$ cat src/rtl/gsu_pixel_cache.sv
// Plot-stage pixel cache: gathers PLOT writes for one 8-pixel tile row and flushes it as bitplane bytes.
// Optional macro GSU_PLOT_TRANSPARENT_EN: colour-0 plots (masked to the active plane count) are accepted but not written.
module gsu_pixel_cache #(
    parameter int COORD_W = 8,
    parameter int COLOR_W = 8
) (
    input  logic                 clk,
    input  logic                 reset,
    input  logic                 plot_valid,
    output logic                 plot_ready,
    input  logic [COORD_W-1:0]   plot_x,
    input  logic [COORD_W-1:0]   plot_y,
    input  logic [COLOR_W-1:0]   plot_color,
    input  logic [1:0]           bpp_mode,
    input  logic                 flush_req,
    output logic                 flush_valid,
    input  logic                 flush_ready,
    output logic [COORD_W-4:0]   flush_tile,
    output logic [COORD_W-1:0]   flush_y,
    output logic [2:0]           flush_plane,
    output logic [7:0]           flush_data,
    output logic [7:0]           flush_mask,
    output logic                 flush_last,
    output logic [7:0]           valid_flags,
    output logic                 busy
);

    typedef enum logic {IDLE, FLUSH} state_t;

    state_t               state_q, state_d;
    logic [7:0]           flags_q, flags_d;
    logic [COORD_W-4:0]   tile_q, tile_d;
    logic [COORD_W-1:0]   y_q, y_d;
    logic [2:0]           plane_q, plane_d;
    logic [2:0]           last_plane_q, last_plane_d;
    logic                 flush_valid_q, flush_valid_d;
    logic [COLOR_W-1:0]   color_q [8];
    logic [COLOR_W-1:0]   color_d [8];

    logic       nonempty;
    logic       mismatch;
    logic       transparent;
    logic [2:0] col;
    logic [2:0] bpp_last;

    assign nonempty = |flags_q;
    assign mismatch = (plot_x[COORD_W-1:3] != tile_q) || (plot_y != y_q);
    assign col      = plot_x[2:0];

    always_comb begin
        case (bpp_mode)
            2'b00:   bpp_last = 3'd1;
            2'b01:   bpp_last = 3'd3;
            default: bpp_last = 3'd7;
        endcase
    end

`ifdef GSU_PLOT_TRANSPARENT_EN
    logic [COLOR_W-1:0] bpp_mask;
    always_comb begin
        case (bpp_mode)
            2'b00:   bpp_mask = COLOR_W'(2'b11);
            2'b01:   bpp_mask = COLOR_W'(4'hF);
            default: bpp_mask = '1;
        endcase
    end
    assign transparent = ((plot_color & bpp_mask) == '0);
`else
    assign transparent = 1'b0;
`endif

    // A transparent plot never writes, so a tile mismatch cannot stall it.
    always_comb begin
        plot_ready = 1'b0;
        if (state_q == IDLE) begin
            plot_ready = !flush_req && (transparent || !(nonempty && mismatch));
        end
    end

    always_comb begin
        state_d       = state_q;
        flags_d       = flags_q;
        tile_d        = tile_q;
        y_d           = y_q;
        plane_d       = plane_q;
        last_plane_d  = last_plane_q;
        flush_valid_d = flush_valid_q;
        color_d       = color_q;
        case (state_q)
            IDLE: begin
                if (plot_valid && plot_ready) begin
                    if (!transparent) begin
                        color_d[col]        = plot_color;
                        flags_d[3'd7 - col] = 1'b1;
                        if (!nonempty) begin
                            tile_d = plot_x[COORD_W-1:3];
                            y_d    = plot_y;
                        end
                        if (flags_d == 8'hFF) begin
                            state_d       = FLUSH;
                            plane_d       = 3'd0;
                            last_plane_d  = bpp_last;
                            flush_valid_d = 1'b1;
                        end
                    end
                end else if (nonempty && (flush_req || (plot_valid && mismatch && !transparent))) begin
                    state_d       = FLUSH;
                    plane_d       = 3'd0;
                    last_plane_d  = bpp_last;
                    flush_valid_d = 1'b1;
                end
            end
            FLUSH: begin
                if (flush_ready) begin
                    if (plane_q == last_plane_q) begin
                        state_d       = IDLE;
                        flags_d       = 8'h00;
                        plane_d       = 3'd0;
                        flush_valid_d = 1'b0;
                    end else begin
                        plane_d = plane_q + 3'd1;
                    end
                end
            end
            default: state_d = IDLE;
        endcase
    end

    always_ff @(posedge clk) begin
        if (reset) begin
            state_q       <= IDLE;
            flags_q       <= 8'h00;
            tile_q        <= '0;
            y_q           <= '0;
            plane_q       <= 3'd0;
            last_plane_q  <= 3'd0;
            flush_valid_q <= 1'b0;
            for (int i = 0; i < 8; i++) begin
                color_q[i] <= '0;
            end
        end else begin
            state_q       <= state_d;
            flags_q       <= flags_d;
            tile_q        <= tile_d;
            y_q           <= y_d;
            plane_q       <= plane_d;
            last_plane_q  <= last_plane_d;
            flush_valid_q <= flush_valid_d;
            for (int i = 0; i < 8; i++) begin
                color_q[i] <= color_d[i];
            end
        end
    end

    // Column c lands on bit 7-c; unwritten columns read as zero.
    always_comb begin
        flush_data = 8'h00;
        if (flush_valid_q) begin
            for (int c = 0; c < 8; c++) begin
                flush_data[7-c] = flags_q[7-c] & color_q[c][plane_q];
            end
        end
    end

    assign flush_valid = flush_valid_q;
    assign flush_tile  = tile_q;
    assign flush_y     = y_q;
    assign flush_plane = plane_q;
    assign flush_mask  = flags_q;
    assign flush_last  = flush_valid_q && (plane_q == last_plane_q);
    assign valid_flags = flags_q;
    assign busy        = (state_q == FLUSH);

endmodule

$ cat config.mk
export PLATFORM = sky130hd
export DESIGN_NAME = gsu_pixel_cache
export DESIGN_NICKNAME = d
export VERILOG_FILES = /design/src/rtl/gsu_pixel_cache.sv
export SDC_FILE = /design/constraint.sdc
export NUM_CORES = 1
export LEC_CHECK = 0
export CORE_ASPECT_RATIO = 0.75
export CORE_UTILIZATION = 48
export CTS_CLUSTER_SIZE = 40
export DETAILED_ROUTE_END_ITERATION = 8
export PLACE_DENSITY = 0.75
export SYNTH_ARGS = -nofsm -noshare
export SYNTH_HDL_FRONTEND = slang
export SYNTH_SLANG_ARGS = --single-unit
$ cat constraint.sdc
create_clock -name clk -period 2.05 [get_ports clk]
set_input_delay 0.3075 -clock clk [delete_from_list [all_inputs] [get_ports clk]]
set_output_delay 0.3075 -clock clk [all_outputs]
set_load 0.01 [all_outputs]
==> results by stage <==
Status:
- The run finished, with violations left.
- The checks that failed: negative setup slack.

Worst setup path:
- For the worst setup path, the data arrival time is 2.66 ns.
- The data required time at the worst endpoint is 2.29 ns.
- The reg-to-reg startpoint is flush_tile[3]$_SDFFE_PP0P_.
- The largest single stage delay on the critical path is ~0.4 ns.
- Traced cell by cell, the critical path runs through xor2_2 -> nor4_2 -> nand4_1 -> buf_4 -> buf_12 -> a2111oi_4 -> buf_4 -> mux2i_2 -> nor2_1.
- Counting cells, the worst reg-to-reg path comes to 9.
- The worst register-to-register path has a setup slack of -0.37 ns.
- The critical path is of the flop to flop type.
- The reg-to-reg critical path endpoint is color_q[48]$_SDFFE_PP0P_.
- The critical path's slowest cell is sky130_fd_sc_hd__a2111oi_4.
- The endpoint class of the critical path is a flop.
- In this design, the critical path's most frequently occurring cell is sky130_fd_sc_hd__buf_4.
- Along the worst path, the maximum fanout reaches 8.
- STA classifies the critical path startpoint as a flop.

Placement:
- The count of buffers added on input and output ports is 74.
- The estimated wirelength of the detail-placed design is 8180 um.
- Routability-driven placement finished with a final weighted congestion of 0.902.
- The instance area after placement is 5780 um2.

Timing:
- The final number of setup-violating endpoints is 85.
- In this run the tightest slew margin relative to its limit is 0.588.
- The final count of hold timing violations is 0.
- The slew of the pin with the lowest slew margin is 0.611 ns.
- The fmax is 413 MHz.
- In the post-route analysis, the smallest setup slack over all paths is -0.372 ns.
- After layout, the minimum clock period comes to 2.42 ns.
- The aggregate negative setup slack is -17.68 ns.
- The final count of pins violating max slew is 0.
- Of the available clock period, the critical path in the final layout requires 1.18.
- Setup repair after global routing could not meet its margin everywhere.
- The final worst clock skew is 0.00737 ns.

Floorplan:
- For this configuration, the core starts out at a cell density of 0.495.
- The count of standard-cell rows is 30.
- The I/O pin count is 75.
- The die covers 9770 um2.
- The die outline height is about 86 um.
- The floorplan core area is between 9000 and 10000 um2.
- The die width is 114 um.

Clock tree:
- The clock passes through at most 2 buffers.
- Counting the buffers created by CTS gives 9.
- The depth of the CTS H-tree is 3.
- TritonCTS built the clock tree.
- The clock net in this run drives a total of 93 sinks.
- The post-CTS clock slew at the launch and capture registers of the worst setup and hold paths is 0.06 ns.
- The clock reaches the later pin of the worst-skew pair after 0.35 ns.
- In this run the clock root is driven by a sky130_fd_sc_hd__clkbuf_16.

Synthesis:
- The number of instances in the synthesized netlist is about 450.
- The count of flip-flops with a built-in enable after synthesis is 0.
- The Yosys step of the flow raised 0 warnings.
- The async set-or-reset flop fraction in the synthesized netlist is 0.
- The mapped netlist covers 4500 um2.
- The share of the Yosys chip area taken by registers is 0.414.
- The synthesized net count is 481.
- The number of library cell types mapped by synthesis is between 40 and 50.
- Counting flops and latches in the post-synthesis netlist gives 93.
- In the synthesized netlist the dominant register cell turns out to be sky130_fd_sc_hd__dfxtp_1.
- Dividing the synthesized area by the synthesized cell count gives ~10 um2.

GRT:
- The via count of the first global-routing pass is 3653.
- The first-pass GRT wire length is 19200 um.
- Global routing finished with a remaining overflow of 0.
- The initial antenna violation count came to 0.
- Across every metal layer, demand over resource in global routing totals 0.257.
- The pin count of the biggest net entering global routing is 50.

Flow run:
- The tool flagged a number of max-cap violations equal to 0.

Cells and area:
- The net count reported at finish is 603.
- Of the cells placed in the final design, the portion with a size suffix greater than 1 is 0.288.
- The layout has 683 filler cells.
- The final design area excluding fillers is 6370 um2.
- The number of inserted diodes is 0.
- The growth of design area from synthesis to finish is 41.5%.

Power:
- The total power divided by cell area is 671 nW/um2.
- For this design the static power due to leakage is 2.37 nW.
- The worst supply voltage drop on vdd is 0.620 mV.

Min path:
- The class of the worst hold path is input port to flop.
- The worst hold path passes through 3 cells.
- The worst hold path startpoint is plot_y[2].
- The endpoint of the worst hold path is flush_y[2]$_SDFFE_PP0P_.

Routing:
- The total via count in the routed design is between 3000 and 4000.
- The first routing iteration left 261 violations.
- The number of design rule violations left after detail routing is 0.
- The routed length per instance is between 15 and 20 um.
- The ratio of routed vias to standard cells is 5.40.
- The routed wire length is ~12000 um.
- The pre-antenna-repair detailed-routing pass consisted of 4 iterations.
- In this run the remaining antenna-violating nets after routing total 0.
## placed cells by master (no fill, tap or decap), types with 2 or more instances in the layout
cell and n:
sky130_fd_sc_hd__a21oi_1 5, sky130_fd_sc_hd__dlygate4sd2_1 4, sky130_fd_sc_hd__nor2b_1 3, sky130_fd_sc_hd__dfxtp_2 5, sky130_fd_sc_hd__clkbuf_16 9, sky130_fd_sc_hd__nor4_2 4
sky130_fd_sc_hd__buf_4 51, sky130_fd_sc_hd__a21oi_2 7, sky130_fd_sc_hd__nor3_1 3, sky130_fd_sc_hd__clkbuf_1 2, sky130_fd_sc_hd__buf_2 10, sky130_fd_sc_hd__buf_12 9
sky130_fd_sc_hd__buf_6 14, sky130_fd_sc_hd__a2111oi_4 8, sky130_fd_sc_hd__a32oi_1 7, sky130_fd_sc_hd__nand4_1 4, sky130_fd_sc_hd__clkinv_2 2, sky130_fd_sc_hd__dfxtp_1 87
sky130_fd_sc_hd__nand2_1 28, sky130_fd_sc_hd__nor2_1 92, sky130_fd_sc_hd__nand2_2 7, sky130_fd_sc_hd__mux2i_2 3, sky130_fd_sc_hd__and2_1 3, sky130_fd_sc_hd__o21ai_0 2
sky130_fd_sc_hd__dlymetal6s2s_1 2, sky130_fd_sc_hd__mux4_2 16, sky130_fd_sc_hd__nand2_4 2, sky130_fd_sc_hd__clkdlybuf4s50_1 58, sky130_fd_sc_hd__xor2_1 15, sky130_fd_sc_hd__mux2i_1 76
sky130_fd_sc_hd__nand2b_1 6, sky130_fd_sc_hd__nand3_1 4
## registers in the layout, summed over array words and instances, names as in the netlist
signal        count
flush_valid       1
last_plane_q      3
flush_y           8
color_q          64
flush_mask        8
flush_plane       3
flush_tile        5
busy              1
## routing by layer
metal,GRT usage,wire length [um],up-vias
met2,0.417,5940,105
li1,-,-,1813
met4,0.0838,255,0
met3,0.0594,610,22
met5,0,0,-
met1,0.342,5310,1859
## worst max-delay path, delay by kind of cell (launching register included)
kind,cells,cell delay [ns]
AOI/OAI and AO/OA,1,0.39
and+or+nand+nor,3,0.59
buffers and inverters,3,0.56
xor gates and xnor gates,1,0.15
DFF,1,0.33
muxes,1,0.28
## Yosys cell counts, drive strengths merged (2+ instances only)
library cell  instances  area, um2
nor4                  4       25.0
clkbuf               15       56.3
nand3                 4       20.0
a32oi                 8       70.1
buf                  23        126
a2111oi               8        220
a22oi                 2       15.0
and2                  3       18.8
mux4                 16        360
mux2i                79        791
nor2b                 3       18.8
nor2                 92        345
nor3                  4       20.0
dfxtp                93       1860
a21oi                13       65.1
nand2                37        141
nand4                 4       25.0
o21ai                 3       15.0
inv                   2       7.50
xor2                 16        140
nand2b                6       37.5
## area by class of cell
| cell class | instances | area, um2 | share of cell area |
|---|---|---|---|
| Clock buffer | 12 | 246 | 0.0387 |
| Clock inverter | 4 | 47.5 | 0.00746 |
| Inverter | 3 | 11.3 | 0.00177 |
| Sequential cell | 93 | 1870 | 0.294 |
| Multi-Input combinational cell | 315 | 2610 | 0.409 |
| Timing Repair Buffer | 149 | 1430 | 0.224 |
| Tap cell | 128 | 160 | 0.0251 |
## logic make-up (layout without fill, tap and decap cells)
family | Yosys count | in the layout | share of synthesized area
flip-flops | 93 | 93 | 0.414
buffers and inverters | 41 | 168 | 0.0431
XOR/XNOR | 16 | 16 | 0.0311
multiplexers | 96 | 96 | 0.258
AND/OR/NAND/NOR | 160 | 160 | 0.150
AO/OA/AOI/OAI | 42 | 42 | 0.101
adder cells (fa/ha/maj) | 1 | 1 | 0.00278
## power by group
group	leakage (nW)	total (mW)	switching (mW)	internal [mW]
clock	0.143	1.66	0.686	0.975
sequential	0.755	1.90	0.0415	1.86
combinational	1.47	0.714	0.355	0.358
## worst max-delay path by stage
| stage | startpoint | end | slack, ns |
|---|---|---|---|
| floorplan | flush_y[2]$_SDFFE_PP0P_ | color_q[16]$_SDFFE_PP0P_ | -0.11 |
| global placement | plot_x[6] | plot_ready | -0.74 |
| detailed placement | plot_x[6] | color_q[16]$_SDFFE_PP0P_ | -0.82 |
| CTS | flush_y[6]$_SDFFE_PP0P_ | color_q[16]$_SDFFE_PP0P_ | -0.36 |
| global route | flush_tile[3]$_SDFFE_PP0P_ | color_q[48]$_SDFFE_PP0P_ | -0.46 |
| finish | flush_tile[3]$_SDFFE_PP0P_ | color_q[48]$_SDFFE_PP0P_ | -0.37 |
## metrics by stage
step | hold WS, ns | cells | power (mW) | util | setup WS [ns]
final | 0.305 | 704 | 4.27 | 0.701 | -0.372
after CTS | 0.361 | 702 | 4.29 | 0.694 | -0.362
after detailed placement | 0.474 | 674 | 2.57 | 0.636 | -0.819
after global placement | 0.467 | 674 | 2.56 | 0.636 | -0.736
after floorplan | 0.451 | 449 | 2.26 | - | -0.107
after global routing | 0.314 | 704 | 4.44 | 0.701 | -0.460
## what timing repair did
item | 4_1_cts | 5_1_grt
cloned | 1 | 0
gates resized for setup | 83 | 20
hold buffers | 0 | 0
endpoints found under the setup margin | 85 | 89
pin swaps | 25 | 35
buffers inserted | 11 | 6
(Power assumes the default switching activity.)
